### src/rtl/mips_ctrl_pkg.sv
// Shared encodings for the multicycle MIPS controller: opcodes, funct codes,
// ALU select codes, ALUOp classes and the controller state type.
package mips_ctrl_pkg;

   localparam logic [5:0] OP_R     = 6'b000000;
   localparam logic [5:0] OP_SHIFT = 6'b000001;
   localparam logic [5:0] OP_J     = 6'b000010;
   localparam logic [5:0] OP_JAL   = 6'b000011;
   localparam logic [5:0] OP_BEQ   = 6'b000100;
   localparam logic [5:0] OP_BNE   = 6'b000101;
   localparam logic [5:0] OP_ADDI  = 6'b001000;
   localparam logic [5:0] OP_ANDI  = 6'b001100;
   localparam logic [5:0] OP_ORI   = 6'b001101;
   localparam logic [5:0] OP_LW    = 6'b100011;
   localparam logic [5:0] OP_SW    = 6'b101011;

   localparam logic [5:0] FN_ADD = 6'b100000;
   localparam logic [5:0] FN_SUB = 6'b100010;
   localparam logic [5:0] FN_AND = 6'b100100;
   localparam logic [5:0] FN_OR  = 6'b100101;
   localparam logic [5:0] FN_SLT = 6'b101010;
   localparam logic [5:0] FN_SLL = 6'b000000;
   localparam logic [5:0] FN_SRL = 6'b000010;
   localparam logic [5:0] FN_SRA = 6'b000011;

   localparam logic [2:0] ALU_AND = 3'b000;
   localparam logic [2:0] ALU_OR  = 3'b001;
   localparam logic [2:0] ALU_ADD = 3'b010;
   localparam logic [2:0] ALU_SLL = 3'b011;
   localparam logic [2:0] ALU_SRL = 3'b100;
   localparam logic [2:0] ALU_SRA = 3'b101;
   localparam logic [2:0] ALU_SUB = 3'b110;
   localparam logic [2:0] ALU_SLT = 3'b111;

   localparam logic [1:0] ALUOP_ADD   = 2'b00;
   localparam logic [1:0] ALUOP_SUB   = 2'b01;
   localparam logic [1:0] ALUOP_FUNCT = 2'b10;
   localparam logic [1:0] ALUOP_LOGIC = 2'b11;

   typedef enum logic [3:0] {
      S_FETCH  = 4'd0,
      S_DECODE = 4'd1,
      S_EXEC_R = 4'd2,
      S_ALUWB  = 4'd3,
      S_MEMADR = 4'd4,
      S_MEMRD  = 4'd5,
      S_MEMWB  = 4'd6,
      S_MEMWR  = 4'd7,
      S_BRANCH = 4'd8,
      S_EXEC_I = 4'd9,
      S_IWB    = 4'd10,
      S_JUMP   = 4'd11,
      S_FAULT  = 4'd12
   } state_t;

   // Successor of DECODE; anything unrecognised is an illegal instruction.
   function automatic state_t decode_next(input logic [5:0] op);
      state_t s;
      s = S_FAULT;
      case (op)
         OP_R, OP_SHIFT:           s = S_EXEC_R;
         OP_LW, OP_SW:             s = S_MEMADR;
         OP_BEQ, OP_BNE:           s = S_BRANCH;
         OP_ADDI, OP_ANDI, OP_ORI: s = S_EXEC_I;
         OP_J, OP_JAL:             s = S_JUMP;
         default:                  s = S_FAULT;
      endcase
      return s;
   endfunction

endpackage

### src/rtl/multicycle_control_unit_alu_decoder.sv
// ALU select decoder: maps the controller's ALUOp class plus funct (R-type)
// or opcode (logical immediates) onto the ALU select code.
module alu_decoder
   import mips_ctrl_pkg::*;
#(
   parameter int OP_W     = 6,
   parameter int FUNCT_W  = 6,
   parameter int ALUSEL_W = 3
) (
   input  logic [1:0]          i_alu_op,
   input  logic [FUNCT_W-1:0]  i_funct,
   input  logic [OP_W-1:0]     i_opcode,
   output logic [ALUSEL_W-1:0] o_alu_sel
);

   always_comb begin
      o_alu_sel = ALU_ADD;
      case (i_alu_op)
         ALUOP_SUB: o_alu_sel = ALU_SUB;
         ALUOP_FUNCT: begin
            // Unknown funct codes fall back to add.
            case (i_funct)
               FN_ADD:  o_alu_sel = ALU_ADD;
               FN_SUB:  o_alu_sel = ALU_SUB;
               FN_AND:  o_alu_sel = ALU_AND;
               FN_OR:   o_alu_sel = ALU_OR;
               FN_SLT:  o_alu_sel = ALU_SLT;
               FN_SLL:  o_alu_sel = ALU_SLL;
               FN_SRL:  o_alu_sel = ALU_SRL;
               FN_SRA:  o_alu_sel = ALU_SRA;
               default: o_alu_sel = ALU_ADD;
            endcase
         end
         ALUOP_LOGIC: begin
            case (i_opcode)
               OP_ANDI: o_alu_sel = ALU_AND;
               OP_ORI:  o_alu_sel = ALU_OR;
               default: o_alu_sel = ALU_ADD;
            endcase
         end
         default: o_alu_sel = ALU_ADD;
      endcase
   end

endmodule

### src/rtl/multicycle_control_unit.sv
// Moore controller for the multicycle MIPS datapath: state register, memory
// wait timeout, sticky fault flag and the per-state select/strobe decode.
module multicycle_control_unit
   import mips_ctrl_pkg::*;
#(
   parameter int OP_W     = 6,
   parameter int FUNCT_W  = 6,
   parameter int ALUSEL_W = 3,
   parameter int TIMEOUT  = 16
) (
   input  logic                clk,
   input  logic                rst,
   input  logic [OP_W-1:0]     Opcode,
   input  logic [FUNCT_W-1:0]  funct,
   input  logic                zero,
   input  logic                mem_ready,
   output logic                mem_req,
   output logic                IorD,
   output logic                IRWE,
   output logic                DMWE,
   output logic                RFWE,
   output logic [1:0]          RFDSel,
   output logic [1:0]          WDSel,
   output logic                ALUSrcA,
   output logic [1:0]          ALUSrcB,
   output logic                ZeroExt,
   output logic                shamt_rsSel,
   output logic [1:0]          PCSrc,
   output logic                PCWE,
   output logic [ALUSEL_W-1:0] ALUSel,
   output logic                retire,
   output logic                fault,
   output logic [3:0]          o_dbg_state
);

   localparam int CNT_W = (TIMEOUT > 2) ? $clog2(TIMEOUT) : 1;
   localparam logic [CNT_W-1:0] CNT_LAST = CNT_W'(TIMEOUT - 1);

   state_t             r_state;
   logic [CNT_W-1:0]   r_wait_cnt;
   logic               r_fault;

   logic                w_mem_req, w_iord, w_irwe, w_dmwe, w_rfwe;
   logic [1:0]          w_rfdsel, w_wdsel, w_alusrcb, w_pcsrc, w_alu_op;
   logic                w_alusrca, w_zeroext, w_shamt, w_pcwe, w_retire, w_use_alu;
   logic [ALUSEL_W-1:0] w_dec_sel;
   logic                w_timeout;
   state_t              w_dec_next;

   // Memory handshake: a transfer completes in any cycle where mem_req and
   // mem_ready are both high; mem_req stays high until then, and mem_ready
   // seen while mem_req is low has no effect.
   assign w_timeout  = w_mem_req && !mem_ready && (r_wait_cnt == CNT_LAST);
   assign w_dec_next = decode_next(Opcode);

   alu_decoder #(
      .OP_W     (OP_W),
      .FUNCT_W  (FUNCT_W),
      .ALUSEL_W (ALUSEL_W)
   ) u_alu_dec (
      .i_alu_op  (w_alu_op),
      .i_funct   (funct),
      .i_opcode  (Opcode),
      .o_alu_sel (w_dec_sel)
   );

   always_ff @(posedge clk) begin
      if (rst) begin
         r_state    <= S_FETCH;
         r_wait_cnt <= '0;
         r_fault    <= 1'b0;
      end else begin
         if (w_mem_req && !mem_ready && !w_timeout) r_wait_cnt <= r_wait_cnt + 1'b1;
         else                                       r_wait_cnt <= '0;

         if (w_timeout) begin
            r_state <= S_FAULT;
            r_fault <= 1'b1;
         end else begin
            case (r_state)
               S_FETCH:  if (mem_ready) r_state <= S_DECODE;
               S_DECODE: begin
                  r_state <= w_dec_next;
                  if (w_dec_next == S_FAULT) r_fault <= 1'b1;
               end
               S_EXEC_R: r_state <= S_ALUWB;
               S_MEMADR: r_state <= (Opcode == OP_SW) ? S_MEMWR : S_MEMRD;
               S_MEMRD:  if (mem_ready) r_state <= S_MEMWB;
               S_MEMWR:  if (mem_ready) r_state <= S_FETCH;
               S_EXEC_I: r_state <= S_IWB;
               S_ALUWB, S_MEMWB, S_BRANCH, S_IWB, S_JUMP: r_state <= S_FETCH;
               S_FAULT:  r_state <= S_FAULT;
               default: begin
                  r_state <= S_FAULT;
                  r_fault <= 1'b1;
               end
            endcase
         end
      end
   end

   always_comb begin
      w_mem_req = 1'b0;  w_iord    = 1'b0;  w_irwe    = 1'b0;  w_dmwe  = 1'b0;
      w_rfwe    = 1'b0;  w_rfdsel  = 2'b00; w_wdsel   = 2'b00; w_alusrca = 1'b0;
      w_alusrcb = 2'b00; w_zeroext = 1'b0;  w_shamt   = 1'b0;  w_pcsrc = 2'b00;
      w_pcwe    = 1'b0;  w_retire  = 1'b0;  w_use_alu = 1'b0;  w_alu_op = ALUOP_ADD;
      case (r_state)
         S_FETCH: begin
            w_mem_req = 1'b1;  w_alusrcb = 2'b01; w_use_alu = 1'b1;
            w_irwe    = mem_ready;
            w_pcwe    = mem_ready;
         end
         S_DECODE: begin
            w_alusrcb = 2'b11; w_use_alu = 1'b1;
         end
         S_EXEC_R: begin
            w_alusrca = 1'b1;  w_use_alu = 1'b1;  w_alu_op = ALUOP_FUNCT;
            w_shamt   = (Opcode == OP_SHIFT);
         end
         S_ALUWB: begin
            w_rfwe = 1'b1; w_rfdsel = 2'b01; w_retire = 1'b1;
         end
         S_MEMADR: begin
            w_alusrca = 1'b1;  w_alusrcb = 2'b10; w_use_alu = 1'b1;
         end
         S_MEMRD: begin
            w_mem_req = 1'b1;  w_iord = 1'b1;
         end
         S_MEMWB: begin
            w_rfwe = 1'b1; w_wdsel = 2'b01; w_retire = 1'b1;
         end
         S_MEMWR: begin
            w_mem_req = 1'b1;  w_iord = 1'b1;  w_dmwe = 1'b1;
            w_retire  = mem_ready;
         end
         S_BRANCH: begin
            w_alusrca = 1'b1;  w_use_alu = 1'b1;  w_alu_op = ALUOP_SUB;
            w_pcsrc   = 2'b01; w_retire  = 1'b1;
            w_pcwe    = (Opcode == OP_BNE) ? !zero : zero;
         end
         S_EXEC_I: begin
            w_alusrca = 1'b1;  w_alusrcb = 2'b10; w_use_alu = 1'b1;
            w_alu_op  = ALUOP_LOGIC;
            w_zeroext = (Opcode == OP_ANDI) || (Opcode == OP_ORI);
         end
         S_IWB: begin
            w_rfwe = 1'b1; w_retire = 1'b1;
         end
         S_JUMP: begin
            // jal links PC, which FETCH already advanced by 4.
            w_pcsrc = 2'b10; w_pcwe = 1'b1; w_retire = 1'b1;
            if (Opcode == OP_JAL) begin
               w_rfwe = 1'b1; w_rfdsel = 2'b10; w_wdsel = 2'b10;
            end
         end
         default: ;
      endcase
   end

   assign mem_req     = w_mem_req & ~rst;
   assign IorD        = w_iord & ~rst;
   assign IRWE        = w_irwe & ~rst;
   assign DMWE        = w_dmwe & ~rst;
   assign RFWE        = w_rfwe & ~rst;
   assign RFDSel      = rst ? 2'b00 : w_rfdsel;
   assign WDSel       = rst ? 2'b00 : w_wdsel;
   assign ALUSrcA     = w_alusrca & ~rst;
   assign ALUSrcB     = rst ? 2'b00 : w_alusrcb;
   assign ZeroExt     = w_zeroext & ~rst;
   assign shamt_rsSel = w_shamt & ~rst;
   assign PCSrc       = rst ? 2'b00 : w_pcsrc;
   assign PCWE        = w_pcwe & ~rst;
   assign ALUSel      = (rst || !w_use_alu) ? '0 : w_dec_sel;
   assign retire      = w_retire & ~rst;
   assign fault       = r_fault & ~rst;
   assign o_dbg_state = r_state;

endmodule

### config.mk
export PLATFORM = sky130hd
export DESIGN_NAME = multicycle_control_unit
export DESIGN_NICKNAME = d
export VERILOG_FILES = /design/src/rtl/mips_ctrl_pkg.sv /design/src/rtl/multicycle_control_unit_alu_decoder.sv /design/src/rtl/multicycle_control_unit.sv
export SDC_FILE = /design/constraint.sdc
export NUM_CORES = 1
export LEC_CHECK = 0
export ABC_AREA = 1
export ABC_CLOCK_PERIOD_IN_PS = 1600
export BUFFER_PORTS_ARGS = -buffer_cell sky130_fd_sc_hd__buf_4
export CAP_MARGIN = 20
export CORE_AREA = 3 3 50 52
export CTS_BUF_LIST = sky130_fd_sc_hd__clkbuf_4 sky130_fd_sc_hd__clkbuf_8
export DETAILED_ROUTE_END_ITERATION = 10
export DIE_AREA = 0 0 53 55
export PLACE_DENSITY = 0.79
export SLEW_MARGIN = 30
export SYNTH_ARGS = -nofsm -noshare
export SYNTH_HDL_FRONTEND = slang
export SYNTH_SLANG_ARGS = --single-unit
### constraint.sdc
create_clock -name clk -period 1.6 [get_ports clk]
set_clock_uncertainty 0.1 [all_clocks]
set_input_delay 0 -clock clk [delete_from_list [all_inputs] [get_ports clk]]
set_output_delay 0 -clock clk [all_outputs]
set_load 0.01 [all_outputs]
* Word-level counts from Yosys, hierarchy flattened
Index checks and enable logic that the tools add are counted.
Operators by class: $add $sub $neg 1, multipliers 0, div/mod/pow operators 0, $lt $le $gt $ge 0, eq/ne operators 41, shifts and indexed selects 0, multiplexer cells 37, bitwise operators 13, reductions and logical operators 30
Operator list (count):
- $eq 6x6->1 const B | 6
- $pmux 4 s8 | 1
- $eq 4x4->1 const B | 7
- $eq 6x2->1 const B | 4
- $pmux 3 s7 | 1
- $pmux 4 s5 | 1
- $eq 6x4->1 const B | 3
- $eq 4x3->1 const B | 4
- $mux 4 | 4
- $pmux 2 s2 | 4
- $reduce_or 2->1 | 8
- $eq 6x3->1 const B | 2
- $logic_not 6->1 | 2
- $mux 1 | 12
- $mux 2 | 6
- $ne 3x3->1 const B | 4
- $pmux 2 s3 | 2
- $reduce_or 12->1 | 1
- $and 1x1->1 | 11
- $pmux 3 s3 | 1
- $reduce_or 3->1 | 3
- $eq 4x2->1 const B | 2
- $eq 6x1->1 const B | 1
- $ne 2x2->1 const B | 3
- 18 further kinds | 29
Word-level totals: flip-flop bits (word level) 9, bits in latches 0, RAM bits 0, ROM bits 0, input bits 16, output and inout port bits 26, logic and storage cells 126, memories kept 0

* Depth between registers and ports, before layout
word-level depth 9, mapped depth 10

* Cells and area by module
From an unflattened synthesis, not the netlist that was laid out.
Unflattened totals: cells, all modules 207, area, all modules 1148.6 µm²
By module, submodules not included:
- multicycle_control_unit | times used 1, cells each 158, area an instance 932.1 µm²
- alu_decoder | times used 1, cells each 49, area an instance 216.5 µm²

* Worst setup path after synthesis
OpenSTA, ideal clock, no wires.
kind register to output, start register r_state[1], in the netlist o_dbg_state[1], end output ALUSel[1], data arrival time 1.307 ns, required time 1.500 ns, path slack 0.193 ns, cell stages (with the launch flop) 11, path through dfxtp_1 -> inv_1 -> nor2_2 -> nand2_1 -> nand2_2 -> inv_2 -> nand2_4 -> nor2_2 -> nand2_2 -> nand2_1 -> a31oi_1
Between the ends: word-level cells in the longest chain between the ends 6, elaborated cells between the ends (all ways) 16, those cells by class 8 x eq/ne; 4 x mux; 4 x reduce/logical
RTL lines:
- start: declaration | line multicycle_control_unit.sv:39 | state_t r_state;
- start signal: assignment | line multicycle_control_unit.sv:83 | r_state <= w_dec_next;
- start signal: assignment | line multicycle_control_unit.sv:87 | S_MEMADR: r_state <= (Opcode == OP_SW) ? S_MEMWR : S_MEMRD;
- parallel branches: the longest is 5 deep, another holds $eq 4x4->1
- $mux 3 (*) | line multicycle_control_unit.sv:173 | assign ALUSel = (rst || !w_use_alu) ? '0 : w_dec_sel;
- end: declaration | line multicycle_control_unit.sv:30 | output logic [ALUSEL_W-1:0] ALUSel,
Mark *: on every way between the ends.

* Worst setup path in the final report
start register r_state[2], in the netlist o_dbg_state[2], end output ALUSel[1]
Same word-level chain as after synthesis.

==> metrics <==
outcome finished with violations; violated checks setup timing; post-synthesis cell count 184; Cell Count, Final, Fillers Out 274; count of final max-slew check failures 0; share of layout cells above drive strength 1 43.90%; Starting Density 46.77%; Max transition margin 73.55%; post-synth cell types 27; Final min period 1.714 ns; DRT iter0 DRCs 66; number of global-route vias before repair 1286; Simple-Gate Fraction of Synth Area 52.05%; slew of the pin with the lowest slew margin 0.3953 ns; Most used DFF post-synth dfxtp_1; IR drop worst, VDD 0.001161 V; GP Congestion 0.8906; post-synthesis register bit count 9; DP Cell Count 254; synthesized area 1005 sq um; Mean Syn Cell Area 5.460 sq um; Pre-antenna DRT Iters 5; R2R depth 9; CP endpoint kind primary output; CP arrival 1.61 ns; Worst Hold Class primary input to register; critical path capture point ALUSel[1]; Total Routing Usage GR 25.06%; Net Count, Synth 201; Setup CP Type register to primary output; final hold vios 0; FP Rows 17; CTS tree done; # port buffers 41; H-tree depth 1; CTS root buf clkbuf_4; Critical Path Source o_dbg_state[2]$_SDFFE_PP0P_; Adder-Cell Fraction of Synth Area 1.245%; floorplan core area 2148 sq um; number of synthesized flops with an enable pin 0; crit path max fanout 8; drt via density 5.405; Boundary Pins 42; maximum root-to-sink buffer count 2; ys async rst share 0%; xor/xnor cell area share of the yosys netlist 0.8717%; die width 53 um; total gr overflow 0; Antenna Cells 0; later-pin clock latency in the skew report 0.26 ns; post-synthesis compound-gate area fraction 14.45%; commonest non-fill, non-tap cells in the layout buf_4, nor2_1, nand2_1; Worst Path Required 1.50 ns; drt drc 0; first-pass GRT wire length 5451 um; final setup margin -0.1145 ns; Syn. warnings 0; drt total wl 3734 um; reg2reg start o_dbg_state[0]$_SDFFE_PP0P_; clock slew at reported path FFs 0.06 ns; # fillers 188; Seq/Total Area, Yosys 17.93%; Setup crit start kind register; RSZ-0062 raised after global routing true; Max-cap violations 0; DR vias 1481; Die Y 55 um; die area 2915 sq um; Final ANT Viol Nets 0; mux contribution to synthesized area 0%; initial antenna violation count 0; final setup TNS -0.3182 ns; FF-to-FF setup slack 0.09 ns; endpoints failing setup 6; wire per inst 13.63 um; Pleak 0.7969 nW; Post-DP HPWL 2544 um; Final period util 107.2%; Area growth, synth to finish 62.02%; CTS buffer count 3; pwr/cell area 1284 nW/um^2; FMAX 583.3 MHz; commonest non-fill, non-tap cell in the layout buf_4; clk sinks 9; nets 264; pin count of the biggest net entering global routing 22; RR Endpoint r_fault$_SDFFE_PP0P_; largest family of logic cells by synthesized area simple AND/OR/NAND/NOR gates
[layout make-up]
cell class / instances / area, sq um / area share [%]
flip-flops and latches: 9 / 195.2 / 11.99
inverters: 32 / 127.6 / 7.840
clock buffers: 4 / 30.03 / 1.845
multi-input cells: 140 / 777.0 / 47.73
repair buffers: 61 / 462.9 / 28.44
well taps: 28 / 35.03 / 2.152
[synthesized netlist by cell type, types with 3 or more instances]
library cell	count	area [sq um]
a21oi_1	9	45.04
a31oi_1	3	18.77
inv_2	6	22.52
nor3_1	3	15.01
nand2_2	5	31.28
dfxtp_1	9	180.2
nand3_1	18	90.09
nand2_1	34	127.6
o21ai_0	6	30.03
nand4_1	3	18.77
inv_1	26	97.59
nor2_1	38	142.6
nor2_2	6	37.54
[worst min path at each step]
stage	depth (start not counted)	endpoint	slack, ns	startpoint
final	5	o_dbg_state[1]$_SDFFE_PP0P_	0.11	Opcode[3]
after global routing	6	o_dbg_state[2]$_SDFFE_PP0P_	0.15	Opcode[1]
after CTS	5	o_dbg_state[1]$_SDFFE_PP0P_	0.11	Opcode[3]
after detailed placement	2	r_fault$_SDFFE_PP0P_	0.24	rst
after global placement	2	r_fault$_SDFFE_PP0P_	0.23	rst
after floorplan	2	IRWE	0.04	mem_ready
[sequential cells by signal, indices dropped and copies added (netlist names)]
| signal | cells |
|---|---|
| o_dbg_state | 4 |
| r_wait_cnt | 4 |
| r_fault | 1 |
[where the power goes]
group          total (mW)  internal, mW  switching, mW  leakage, nW
Sequential          0.420         0.303          0.117       0.0762
Clock               0.187         0.113         0.0741       0.0184
Combinational        1.48         0.642          0.843        0.702
Total                2.09          1.06           1.03        0.797
[per-stage QoR]
stage | worst slack [ns] | utilization (%) | power, mW | cell area, sq um | hold WS, ns
3_5_place_dp | 0.02490 | 63.42 | 1.544 | 1363 | 0.2353
2_1_floorplan | 0.1935 | - | 1.094 | 1005 | 0.03964
3_3_place_gp | 0.06988 | 63.42 | 1.529 | 1363 | 0.2267
6_report | -0.1145 | 75.77 | 2.091 | 1628 | 0.1127
4_1_cts | -0.04312 | 73.44 | 1.976 | 1578 | 0.1062
5_1_grt | -0.1937 | 75.77 | 2.243 | 1628 | 0.1541
[timing repair]
action / in CTS / in global routing
setup buffers: 13 / 1
hold buffers: 2 / 0
pin swaps: 7 / 4
endpoints found under the setup margin: 10 / 12
hold endpoints to repair: 4 / 0
resized for setup: 26 / 9
gates cloned: 0 / 0
[worst max-delay path, cell delays in order (launching register included)]
cell and delay [ns]:
dfxtp_4 0.39, nor2_2 0.20, nand2_2 0.11, nand2_2 0.09
inv_2 0.06, nand2_4 0.06, nor2_4 0.04, nand2_2 0.07
nand2_1 0.05, a31oi_1 0.16, buf_4 0.15
[metal layers]
| layer | part of all wire (%) | wire, um | global-route usage (%) |
|---|---|---|---|
| met5 | 0 | 0 | 0 |
| met4 | 2.1 | 79 | 11.49 |
| met3 | 8.0 | 297 | 1.609 |
| met2 | 50 | 1873 | 46.28 |
| met1 | 40 | 1483 | 29.68 |
[logic make-up after synthesis]
kind of cell | after synthesis
buffers and inverters | 35
flip-flops | 9
adder cells (fa/ha/maj) | 1
AND/OR/NAND/NOR | 113
XOR/XNOR | 1
AO/OA/AOI/OAI | 25
Note: power is estimated with default switching activity, not from simulation.
